==> config.mk <==
export PLATFORM = sky130hd
export DESIGN_NAME = ctrl_pipe
export DESIGN_NICKNAME = d
export VERILOG_FILES = /design/src/rtl/ctrl_pkg.sv /design/src/rtl/ctrl_decode.sv /design/src/rtl/ctrl_pipe.sv
export SDC_FILE = /design/constraint.sdc
export NUM_CORES = 1
export LEC_CHECK = 0
export CAP_MARGIN = 10
export CELL_PAD_IN_SITES_DETAIL_PLACEMENT = 1
export CELL_PAD_IN_SITES_GLOBAL_PLACEMENT = 1
export CORE_ASPECT_RATIO = 0.5
export CORE_UTILIZATION = 27
export DETAILED_ROUTE_END_ITERATION = 16
export GPL_TIMING_DRIVEN = 0
export PLACE_DENSITY = 0.85
export SETUP_SLACK_MARGIN = 0.2
export SLEW_MARGIN = 15
export SYNTH_ARGS = -nofsm -noshare
export SYNTH_HDL_FRONTEND = slang
export SYNTH_SLANG_ARGS = --single-unit
==> constraint.sdc <==
create_clock -name clk -period 2.45 [get_ports clk]
set_clock_uncertainty 0.2 [all_clocks]
set_input_delay 0.6125 -clock clk [delete_from_list [all_inputs] [get_ports clk]]
set_output_delay 0.6125 -clock clk [all_outputs]
set_load 0.01 [all_outputs]
==> src/rtl/ctrl_pkg.sv <==
// Opcode match tables, ALUOp encodings and per-stage control payloads for ctrl_pipe.
package ctrl_pkg;

    localparam int unsigned OPC_W   = 11;
    localparam int unsigned ALUOP_W = 2;

    typedef enum logic [ALUOP_W-1:0] {
        ALUOP_ADDR  = 2'b00,
        ALUOP_CBZ   = 2'b01,
        ALUOP_RTYPE = 2'b10,
        ALUOP_CBNZ  = 2'b11
    } aluop_e;

    // Each opcode is a value plus a care-mask over instr[31:21]; zero mask bits are wildcards.
    localparam logic [OPC_W-1:0] OPC_LDUR_VAL   = 11'b11111000010;
    localparam logic [OPC_W-1:0] OPC_LDUR_MSK   = 11'b11111111111;
    localparam logic [OPC_W-1:0] OPC_STUR_VAL   = 11'b11111000000;
    localparam logic [OPC_W-1:0] OPC_STUR_MSK   = 11'b11111111111;
    localparam logic [OPC_W-1:0] OPC_CBZ_VAL    = 11'b10110100000;
    localparam logic [OPC_W-1:0] OPC_CBZ_MSK    = 11'b11111111000;
    localparam logic [OPC_W-1:0] OPC_CBNZ_VAL   = 11'b10110101000;
    localparam logic [OPC_W-1:0] OPC_CBNZ_MSK   = 11'b11111111000;
    localparam logic [OPC_W-1:0] OPC_ADDSUB_VAL = 11'b10001011000;
    localparam logic [OPC_W-1:0] OPC_ADDSUB_MSK = 11'b10111111111;
    localparam logic [OPC_W-1:0] OPC_ANDORR_VAL = 11'b10001010000;
    localparam logic [OPC_W-1:0] OPC_ANDORR_MSK = 11'b11011111111;
    localparam logic [OPC_W-1:0] OPC_ADDI_VAL   = 11'b10010001000;
    localparam logic [OPC_W-1:0] OPC_ADDI_MSK   = 11'b11111111110;
    localparam logic [OPC_W-1:0] OPC_B_VAL      = 11'b00010100000;
    localparam logic [OPC_W-1:0] OPC_B_MSK      = 11'b11111100000;

    typedef struct packed {
        logic   reg2loc;
        logic   alusrc;
        logic   memtoreg;
        logic   regwrite;
        logic   memread;
        logic   memwrite;
        logic   branch;
        logic   uncond;
        aluop_e aluop;
    } ctrl_t;

    typedef struct packed {
        logic   valid;
        logic   alusrc;
        aluop_e aluop;
        logic   memread;
        logic   memwrite;
        logic   branch;
        logic   uncond;
        logic   regwrite;
        logic   memtoreg;
    } ex_t;

    typedef struct packed {
        logic valid;
        logic memread;
        logic memwrite;
        logic branch;
        logic uncond;
        logic regwrite;
        logic memtoreg;
    } mem_t;

    typedef struct packed {
        logic valid;
        logic regwrite;
        logic memtoreg;
    } wb_t;

    function automatic logic opc_match(input logic [OPC_W-1:0] op,
                                       input logic [OPC_W-1:0] val,
                                       input logic [OPC_W-1:0] msk);
        return ((op & msk) == (val & msk));
    endfunction

endpackage

==> src/rtl/ctrl_decode.sv <==
// Combinational main-control decode of instr[31:21], plus source-usage and legality flags.
module ctrl_decode
    import ctrl_pkg::*;
(
    input  logic [OPC_W-1:0] op_i,
    output ctrl_t            ctrl_o,
    output logic             rn_used_o,
    output logic             rm_used_o,
    output logic             known_o
);

    always_comb begin
        ctrl_o    = '0;
        rn_used_o = 1'b0;
        rm_used_o = 1'b0;
        known_o   = 1'b0;
        if (opc_match(op_i, OPC_LDUR_VAL, OPC_LDUR_MSK)) begin
            ctrl_o.alusrc   = 1'b1;
            ctrl_o.memtoreg = 1'b1;
            ctrl_o.regwrite = 1'b1;
            ctrl_o.memread  = 1'b1;
            ctrl_o.aluop    = ALUOP_ADDR;
            rn_used_o       = 1'b1;
            known_o         = 1'b1;
        end else if (opc_match(op_i, OPC_STUR_VAL, OPC_STUR_MSK)) begin
            ctrl_o.reg2loc  = 1'b1;
            ctrl_o.alusrc   = 1'b1;
            ctrl_o.memwrite = 1'b1;
            ctrl_o.aluop    = ALUOP_ADDR;
            rn_used_o       = 1'b1;
            rm_used_o       = 1'b1;
            known_o         = 1'b1;
        end else if (opc_match(op_i, OPC_CBZ_VAL, OPC_CBZ_MSK)) begin
            ctrl_o.reg2loc  = 1'b1;
            ctrl_o.branch   = 1'b1;
            ctrl_o.aluop    = ALUOP_CBZ;
            rm_used_o       = 1'b1;
            known_o         = 1'b1;
        end else if (opc_match(op_i, OPC_CBNZ_VAL, OPC_CBNZ_MSK)) begin
            ctrl_o.reg2loc  = 1'b1;
            ctrl_o.branch   = 1'b1;
            ctrl_o.aluop    = ALUOP_CBNZ;
            rm_used_o       = 1'b1;
            known_o         = 1'b1;
        end else if (opc_match(op_i, OPC_ADDSUB_VAL, OPC_ADDSUB_MSK) ||
                     opc_match(op_i, OPC_ANDORR_VAL, OPC_ANDORR_MSK)) begin
            ctrl_o.regwrite = 1'b1;
            ctrl_o.aluop    = ALUOP_RTYPE;
            rn_used_o       = 1'b1;
            rm_used_o       = 1'b1;
            known_o         = 1'b1;
        end else if (opc_match(op_i, OPC_ADDI_VAL, OPC_ADDI_MSK)) begin
            ctrl_o.alusrc   = 1'b1;
            ctrl_o.regwrite = 1'b1;
            ctrl_o.aluop    = ALUOP_RTYPE;
            rn_used_o       = 1'b1;
            known_o         = 1'b1;
        end else if (opc_match(op_i, OPC_B_VAL, OPC_B_MSK)) begin
            ctrl_o.uncond   = 1'b1;
            ctrl_o.aluop    = ALUOP_ADDR;
            known_o         = 1'b1;
        end
    end

endmodule

==> src/rtl/ctrl_pipe.sv <==
// ID-to-WB control pipeline with flush, sticky illegal-opcode flag and optional load-use stall.
// Build option: define LOAD_USE_STALL_EN to enable hazard detection, stall and bubble counter.
module ctrl_pipe
    import ctrl_pkg::*;
#(
    parameter int unsigned REG_W    = 5,
    parameter int unsigned ZERO_REG = 31,
    parameter int unsigned CNT_W    = 16
) (
    input  logic               clk,
    input  logic               reset,
    input  logic               id_valid,
    input  logic [31:0]        id_instr,
    input  logic               ex_flush,
    output logic               id_reg2loc,
    output logic               stall,
    output logic               ex_valid,
    output logic               ex_alusrc,
    output logic [ALUOP_W-1:0] ex_aluop,
    output logic [REG_W-1:0]   ex_rd,
    output logic               mem_valid,
    output logic               mem_memread,
    output logic               mem_memwrite,
    output logic               mem_branch,
    output logic               mem_uncond,
    output logic               wb_valid,
    output logic               wb_regwrite,
    output logic               wb_memtoreg,
    output logic [REG_W-1:0]   wb_rd,
    output logic               illegal_op,
    output logic [CNT_W-1:0]   bubble_cnt
);

    ctrl_t            id_ctrl;
    logic             id_rn_used;
    logic             id_rm_used;
    logic             id_known;
    logic             id_accept;
    logic [REG_W-1:0] id_rd;
    logic [REG_W-1:0] id_rn;
    logic [REG_W-1:0] id_rm;

    ex_t              ex_d,  ex_q;
    mem_t             mem_d, mem_q;
    wb_t              wb_d,  wb_q;
    logic [REG_W-1:0] ex_rd_d,  ex_rd_q;
    logic [REG_W-1:0] mem_rd_d, mem_rd_q;
    logic [REG_W-1:0] wb_rd_d,  wb_rd_q;
    logic             illegal_d, illegal_q;

    ctrl_decode u_decode (
        .op_i      (id_instr[31:21]),
        .ctrl_o    (id_ctrl),
        .rn_used_o (id_rn_used),
        .rm_used_o (id_rm_used),
        .known_o   (id_known)
    );

    assign id_rd      = REG_W'(id_instr[4:0]);
    assign id_rn      = REG_W'(id_instr[9:5]);
    assign id_rm      = id_ctrl.reg2loc ? id_rd : REG_W'(id_instr[20:16]);
    assign id_reg2loc = id_ctrl.reg2loc;
    assign id_accept  = id_valid & ~stall & ~ex_flush;

    // Shift/immediate fields never influence control.
    logic unused_instr;
    assign unused_instr = ^id_instr[15:10];

`ifdef LOAD_USE_STALL_EN
    logic hazard;
    logic [CNT_W-1:0] cnt_d, cnt_q;

    // A load in EX whose destination feeds a source actually read by the ID instruction.
    always_comb begin
        hazard = id_valid & ex_q.valid & ex_q.memread &
                 (ex_rd_q != REG_W'(ZERO_REG)) &
                 ((id_rn_used & (ex_rd_q == id_rn)) | (id_rm_used & (ex_rd_q == id_rm)));
    end

    assign stall = hazard & ~ex_flush;

    always_comb begin
        cnt_d = cnt_q;
        if (stall && (cnt_q != '1)) begin
            cnt_d = cnt_q + CNT_W'(1);
        end
    end

    always_ff @(posedge clk) begin
        if (reset) begin
            cnt_q <= '0;
        end else begin
            cnt_q <= cnt_d;
        end
    end

    assign bubble_cnt = cnt_q;
`else
    logic unused_hazard;
    assign unused_hazard = ^{id_rn, id_rm, id_rn_used, id_rm_used, REG_W'(ZERO_REG)};
    assign stall         = 1'b0;
    assign bubble_cnt    = '0;
`endif

    // Stage advance: a bubble is an all-zero stage, so flush/stall simply skip the load.
    always_comb begin
        ex_d     = '0;
        ex_rd_d  = '0;
        mem_d    = '0;
        mem_rd_d = '0;
        wb_d     = '0;
        wb_rd_d  = '0;

        if (id_accept) begin
            ex_d.valid    = 1'b1;
            ex_d.alusrc   = id_ctrl.alusrc;
            ex_d.aluop    = id_ctrl.aluop;
            ex_d.memread  = id_ctrl.memread;
            ex_d.memwrite = id_ctrl.memwrite;
            ex_d.branch   = id_ctrl.branch;
            ex_d.uncond   = id_ctrl.uncond;
            ex_d.regwrite = id_ctrl.regwrite;
            ex_d.memtoreg = id_ctrl.memtoreg;
            ex_rd_d       = id_rd;
        end

        if (!ex_flush) begin
            mem_d.valid    = ex_q.valid;
            mem_d.memread  = ex_q.memread;
            mem_d.memwrite = ex_q.memwrite;
            mem_d.branch   = ex_q.branch;
            mem_d.uncond   = ex_q.uncond;
            mem_d.regwrite = ex_q.regwrite;
            mem_d.memtoreg = ex_q.memtoreg;
            mem_rd_d       = ex_rd_q;
        end

        wb_d.valid    = mem_q.valid;
        wb_d.regwrite = mem_q.regwrite;
        wb_d.memtoreg = mem_q.memtoreg;
        wb_rd_d       = mem_rd_q;

        illegal_d = illegal_q | (id_accept & ~id_known);
    end

    always_ff @(posedge clk) begin
        if (reset) begin
            ex_q      <= '0;
            ex_rd_q   <= '0;
            mem_q     <= '0;
            mem_rd_q  <= '0;
            wb_q      <= '0;
            wb_rd_q   <= '0;
            illegal_q <= 1'b0;
        end else begin
            ex_q      <= ex_d;
            ex_rd_q   <= ex_rd_d;
            mem_q     <= mem_d;
            mem_rd_q  <= mem_rd_d;
            wb_q      <= wb_d;
            wb_rd_q   <= wb_rd_d;
            illegal_q <= illegal_d;
        end
    end

    assign ex_valid     = ex_q.valid;
    assign ex_alusrc    = ex_q.alusrc;
    assign ex_aluop     = ex_q.aluop;
    assign ex_rd        = ex_rd_q;
    assign mem_valid    = mem_q.valid;
    assign mem_memread  = mem_q.memread;
    assign mem_memwrite = mem_q.memwrite;
    assign mem_branch   = mem_q.branch;
    assign mem_uncond   = mem_q.uncond;
    assign wb_valid     = wb_q.valid;
    assign wb_regwrite  = wb_q.regwrite;
    assign wb_memtoreg  = wb_q.memtoreg;
    assign wb_rd        = wb_rd_q;
    assign illegal_op   = illegal_q;

endmodule

* Word level (Yosys, flattened, before mapping)
Cells that the tools add are included.
** Cells by class
- Equal/unequal tests :: 8
- Multiplexer cells :: 37
- Bitwise operators :: 6
- Reductions and logical operators :: 7
** Operators with widths (number)
- == test 10 bit (second input constant) :: 3
- two-way mux 1 bit :: 26
- == test 11 bit (second input constant) :: 2
- == test 8 bit (second input constant) :: 2
- two-way mux 2 bit :: 8
- two-way mux 10 bit :: 1
- OR reduction 8 bit :: 1
- == test 6 x 3 -> 1 bit (second input constant) :: 1
- two-way mux 3 bit :: 2
- OR reduction 5 bit :: 1
- OR reduction 2 bit :: 2
- OR reduction 4 bit :: 1
- NOT 1 bit :: 3
- OR reduction 3 bit :: 1
- AND 1 bit :: 2
- logical OR 1 bit :: 1
- bitwise OR 1 bit :: 1
** Storage, ports and cells
- Bits in registers :: 34
- Input bits :: 36
- Output and inout bits :: 41
- Word-level logic and storage cells :: 80

* Longest topological paths before layout
Gate-level depths: netlist (run 1).
- Depth in word-level cells :: 11
- Depth in mapped cells :: 4
- Mapped depth without buffers :: 4

* Modules after synthesis
From an unflattened synthesis (run 1), not the netlist that was laid out.
** Second synthesis, totals
- Cells, all modules :: 132
- Area total of the unflattened synthesis :: 1381.3 µm²
** Modules (own cells, without submodules)
- ctrl_pipe :: instances 1, cells an instance 98, area each 1142.3 µm², seq. area each 720.7 µm²
- ctrl_decode :: instances 1, cells an instance 34, area each 239.0 µm², seq. area each 0.0 µm²

* Worst setup path after synthesis (run 1)
OpenSTA, ideal clock, no wires.
- Kind :: input to output
- Start point :: input port id_instr[25]
- End point :: output port id_reg2loc
- Arrival :: 1.296 ns
- Data required time :: 1.637 ns
- Path slack :: 0.341 ns
- Cell stages on the path :: 3
- Path buffers :: 0
- Path through :: and4b_1 -> nand4_1 -> o21ai_0
** Between the ends
- Word-level cells in the longest chain between the ends :: 5
- Elaborated cells between the ends (all ways) :: 8
- Those cells by class :: eq/ne (4); mux (4)
** RTL lines
- from (decl) :: RTL line ctrl_pipe.sv:13 : input logic [31:0] id_instr,
- == test 8 bit :: RTL line ctrl_pkg.sv:75 : return ((op & msk) == (val & msk));
- two-way mux 1 bit :: RTL line ctrl_decode.sv:39 : end else if (opc_match(op_i, OPC_CBNZ_VAL, OPC_CBNZ_MSK)) begin
- two-way mux 1 bit :: RTL line ctrl_decode.sv:33 : end else if (opc_match(op_i, OPC_CBZ_VAL, OPC_CBZ_MSK)) begin
- two-way mux 2 bit :: RTL line ctrl_decode.sv:25 : end else if (opc_match(op_i, OPC_STUR_VAL, OPC_STUR_MSK)) begin
- two-way mux 1 bit (*) :: RTL line ctrl_decode.sv:17 : if (opc_match(op_i, OPC_LDUR_VAL, OPC_LDUR_MSK)) begin
- to (decl) :: RTL line ctrl_pipe.sv:15 : output logic id_reg2loc,
Mark *: on every way between the ends. The rest lies on a longest branch, timed or not.

* Worst setup path in the final report (run 1)
Same ends and word-level chain as after synthesis.

==> results of run 1 <==
worst max-delay path, stage by stage:
cell and delay, ns:
buf_6 0.09, and4b_1 0.30, nand4_1 0.15, o21ai_1 0.14, buf_2 0.14
timing repair:
action                     in CTS  in global routing
pin swaps                       4                  2
setup buffers                   1                  1
resized for setup              38                  6
gates cloned                    0                  0
setup endpoints to repair       1                 16
layout make-up:
class                   count  share of cell area (%)
well taps                  54                    3.67
flip-flops and latches     33                    35.9
repair buffers             45                    22.6
multi-input cells          71                    24.8
plain buffers              20                    7.95
inverters                   2                   0.408
clock buffers               7                    4.69
cell usage after synthesis, drive strengths merged:
cell | count | share of area (%)
dfxtp | 33 | 55
buf | 19 | 12
and2 | 11 | 5.8
nor2b | 10 | 5.3
and3 | 7 | 3.7
nor2 | 5 | 1.6
a211oi | 2 | 1.3
a21oi | 2 | 0.84
inv | 2 | 0.63
nand2 | 2 | 0.63
nand4 | 2 | 1.1
nor4b | 2 | 3.3
o21ai | 2 | 1.2
a221oi | 1 | 1.3
a32o | 1 | 0.84
and3b | 1 | 0.74
and4 | 1 | 0.74
and4b | 1 | 0.84
clkbuf | 1 | 0.31
conb | 1 | 0.31
nand3 | 1 | 0.42
nand3b | 1 | 0.63
nand4bb | 1 | 0.95
nor3 | 1 | 0.42
flip-flops by register name (all words and copies together) (netlist names), 2 cells and up:
register	flops
mem_q	2
ex_aluop	2
ex_rd	5
mem_rd_q	5
wb_rd	5
ex_q	4
cells by family after synthesis:
| kind of cell | Yosys count | share of synthesized area [%] |
|---|---|---|
| other | 1 | 0.315 |
| AND/OR/NAND/NOR | 46 | 25.9 |
| AO/OA/AOI/OAI | 8 | 5.36 |
| buffers and inverters | 22 | 12.9 |
| flip-flops | 33 | 55.5 |
metal layers:
metal | vias up | routed length (um)
met1 | 437 | 1090
met3 | 6 | 129
met2 | 29 | 1520
met5 | - | 0
li1 | 465 | -
met4 | 0 | 63
worst paths after layout:
check / to / slack (ns) / depth (start not counted)
hold reg to reg: mem_uncond$_SDFF_PP0_ / 0.23 / 1
setup / recovery: id_reg2loc / 0.21 / 5
hold / removal: mem_uncond$_SDFF_PP0_ / 0.23 / 1
setup reg to reg: illegal_op$_SDFF_PP0_ / 1.64 / 1
power breakdown:
part           internal (mW)  switching [mW]  total [mW]
Sequential             0.543         0.00269       0.545
Clock                  0.222           0.175       0.397
Combinational         0.0586          0.0481       0.107
==> qor.csv, run 1 <==
metric;value;unit
dp_hpwl;2.12;mm
post-route-util;45.3;%
syn_area_per_cell;10.8;um2
drt.antenna.violating_nets;0;
rows;16;
vias;937;
p_per_area;570;mW/mm2
die_w;95.9;um
worstPathArrival;1.43;ns
cts_hold_buffers;0;
setup_viol_count_final;0;
htreeDepth;2;
antennaDiodeCount;0;
syn_to_final_growth;54.6;%
fin_area;0.00184;mm2
cts_root_buf;clkbuf_8;
gp_congestion;0.740;
min_period;2.24;ns
rsz0062_at_grt;true;
drtIter0Drc;20;
grtUsageMet2;23.5;%
synth_cells;110;
clock_sinks;33;
dpl-instance-area;0.00175;mm2
status;finished, final reports clean;
antenna_found_initial;0;
worst-endpoint-required;1.64;ns
path_max_fanout;4;
dieHeight;49.0;um
clk_pin_slew;0.06;ns
clock.fmax;446;MHz
power.total;1.05;mW
p_leak;0.809;nW
maxCapViolCount;0;
yosysWarnings;0;
drc_errors;0;
multi_input_area;457;um2
mostFrequentLayoutCells;dfxtp_1 (33), clkdlybuf4s50_1 (31), buf_4 (21);
fin_ws;0.205;ns
seq_area;661;um2
port_buffers;43;
hold_violations;0;
grt_pass1_vias;927;
grt_use_met3;4.67;%
drt-vias-per-instance;4.04;
die-area;0.00470;mm2
cts_tree;built;
final_common_cell;dfxtp_1;
insertion_delay;0.28;ns
crit_path_start_kind;input pin;
met1_usage;13.6;%
cts_buffers;5;
min_path_type;flop to flop;
min_period_over_period;91.6;%
grt_first_pass_wirelength;4.44;mm
dp.cells;223;
dp_slack;-0.671;ns
min_from;ex_q[2]$_SDFF_PP0_;
cts_max_path_buffers;2;
fill_cells;462;
reg2reg_from;illegal_op$_SDFF_PP0_;
overflow;0;
hold_ws;0.228;ns
drt-wirelength-per-cell;12.1;um
critical_path_class;input pin to output port;
vdd_drop_max;0.184;mV
crit_path_end_kind;output port;
ios;77;
startpoint;id_instr[25];
grt_usage;13.2;%
coreArea;0.00406;mm2
yosysUniqueCellTypes;26;
layoutNonFillerInstCount;232;
drive_above_1_share;24.7;%
report.final.slew_viol_count;0;
synthesis.area;0.00119;mm2
ys_seq_elements;33;
initial_utilization;29.3;%
busiest_layer;met2;
final_nets;214;
dr.pass1.iters;4;
grt_max_degree;11;
seq_area_frac_synth;55.5;%
tns;0;ns
routed_wl;2.81;mm
(Power assumes the default switching activity.)
==> run 2: changes to the inputs <==
--- a/config.mk
+++ b/config.mk
@@ -11,7 +11,6 @@
 export CORE_ASPECT_RATIO = 0.5
 export CORE_UTILIZATION = 27
 export DETAILED_ROUTE_END_ITERATION = 16
-export GPL_TIMING_DRIVEN = 0
 export PLACE_DENSITY = 0.85
 export SETUP_SLACK_MARGIN = 0.2
 export SLEW_MARGIN = 15
==> qor.csv, run 2 (synthesis results as in run 1) <==
metric;value;unit;change
tns;0;ns;unchanged
p_int;0.856;mW;+3.9%
drt.antenna.violating_nets;0;;unchanged
power.total;1.10;mW;+4.9%
overflow;0;;unchanged
crit_path_start_kind;input pin;;
dr.pass1.iters;4;;unchanged
vias;998;;+6.5%
drt-vias-per-instance;4.19;;+3.8%
cts_tree;built;;
syn_to_final_growth;61.4;%;
clock.fmax;440;MHz;-1.3%
port_buffers;43;;unchanged
pwr-share-clk;40.1;%;+2.2 points
dp_hpwl;2.13;mm;+0.22%
layoutNonFillerInstCount;238;;+2.6%
ios;77;;unchanged
status;finished, final reports clean;;
min_path_type;flop to flop;;
power_frac_seq;49.6;%;-2.4 points
drc_errors;0;;unchanged
grt_first_pass_wirelength;5.24;mm;+18%
path_max_fanout;3;;-1
swShare;22.3;%;+0.74 points
startpoint;id_instr[25];;
p_per_area;572;mW/mm2;+0.46%
final_nets;218;;+1.9%
seq_area;661;um2;unchanged
htreeDepth;2;;unchanged
hold_violations;0;;unchanged
min_from;ex_q[2]$_SDFF_PP0_;;
reg2reg_from;illegal_op$_SDFF_PP0_;;
grt_usage;15.5;%;+2.3 points
multi_input_area;472;um2;+3.3%
drt-wirelength-per-cell;14.2;um;+17%
maxCapViolCount;0;;unchanged
setup_viol_count_final;0;;unchanged
antenna_found_initial;1;;+1
initial_utilization;29.3;%;unchanged
fill_cells;465;;+0.65%
rrSetupSlack;1.62;ns;-0.02 ns
vdd_drop_max;0.205;mV;+11%
drtIter0Drc;28;;+40%
report.final.slew_viol_count;0;;unchanged
post-route-util;47.3;%;+2.0 points
rsz0062_at_grt;true;;
dp_slack;-0.591;ns;+0.0805 ns
critical_path_class;input pin to flop;;
final_common_cell;dfxtp_1;;
die-area;0.00470;mm2;unchanged
crit_path_end_kind;flop;;
coreArea;0.00406;mm2;unchanged
worstPathArrival;2.25;ns;+0.82 ns
rows;16;;unchanged
min_period_over_period;92.8;%;+1.2 points
grt_pass1_vias;1054;;+14%
dp.cells;219;;-1.8%
switchingPower;0.245;mW;+8.5%
clk_pin_slew;0.07;ns;about the same
combPwrFrac;10.3;%;about the same
fin_area;0.00192;mm2;+4.4%
dieHeight;49.0;um;unchanged
routed_wl;3.37;mm;+20%
mostFrequentLayoutCells;dfxtp_1 (33), clkdlybuf4s50_1 (32), buf_4 (22);;
drive_above_1_share;27.9;%;+3.1 points
fin_ws;0.176;ns;-0.0293 ns
cts_max_path_buffers;2;;unchanged
cts_buffers;5;;unchanged
die_w;95.9;um;unchanged
grt_max_degree;17;;+6
min_period;2.27;ns;+0.0293 ns
clock_sinks;33;;unchanged
p_leak;0.836;nW;+3.4%
gp_congestion;0.777;;+5.0%
cts_root_buf;clkbuf_8;;
dpl-instance-area;0.00172;mm2;-1.5%
worst-endpoint-required;2.43;ns;+0.79 ns
hold_ws;0.221;ns;-0.00737 ns
insertion_delay;0.28;ns;about the same
[run 2: critical path, stage by stage]
cell	delay, ns
buf_6	0.09
and4b_1	0.27
nand4_1	0.16
buf_4	0.17
buf_4	0.12
buf_4	0.13
buf_6	0.10
buf_6	0.10
buf_6	0.10
and3_4	0.15
a32o_1	0.24
[run 2: routing by layer]
metal	vias up	track usage [%]	share of wire, %
met5	-	0	0
met1	466	15.4	38
li1	477	-	-
met2	42	28.6	53
met4	0	9.20	3.9
met3	13	4.52	4.7
[run 2: power by group through the flow]
| stage | Clock (mW) | Combinational, mW | Sequential (mW) |
|---|---|---|---|
| global placement | 0 | 0.0997 | 0.557 |
| floorplan | 0 | 0.0478 | 0.559 |
| CTS | 0.449 | 0.105 | 0.545 |
| detailed placement | 0 | 0.103 | 0.557 |
| finish | 0.442 | 0.113 | 0.546 |
| global route | 0.470 | 0.121 | 0.546 |
[run 2: final cells by class]
type	instances	share of cell area (%)
multi-input cells	71	24.5
well taps	54	3.51
flip-flops and latches	33	34.4
clock inverters	1	0.260
diodes	1	0.130
clock buffers	7	5.01
repair buffers	69	31.8
inverters	2	0.390
[run 2: what timing repair did]
action | CTS | global route
buffers inserted | 7 | 3
endpoints found under the setup margin | 1 | 2
gates resized for setup | 38 | 11
hold buffers | 0 | 0
pin swaps | 5 | 4
[run 2: path summary, 6_finish.rpt]
check | to | cells past startpoint
setup / recovery | illegal_op$_SDFF_PP0_ | 11
hold reg to reg | mem_uncond$_SDFF_PP0_ | 1
setup reg to reg | illegal_op$_SDFF_PP0_ | 1
hold / removal | mem_uncond$_SDFF_PP0_ | 1
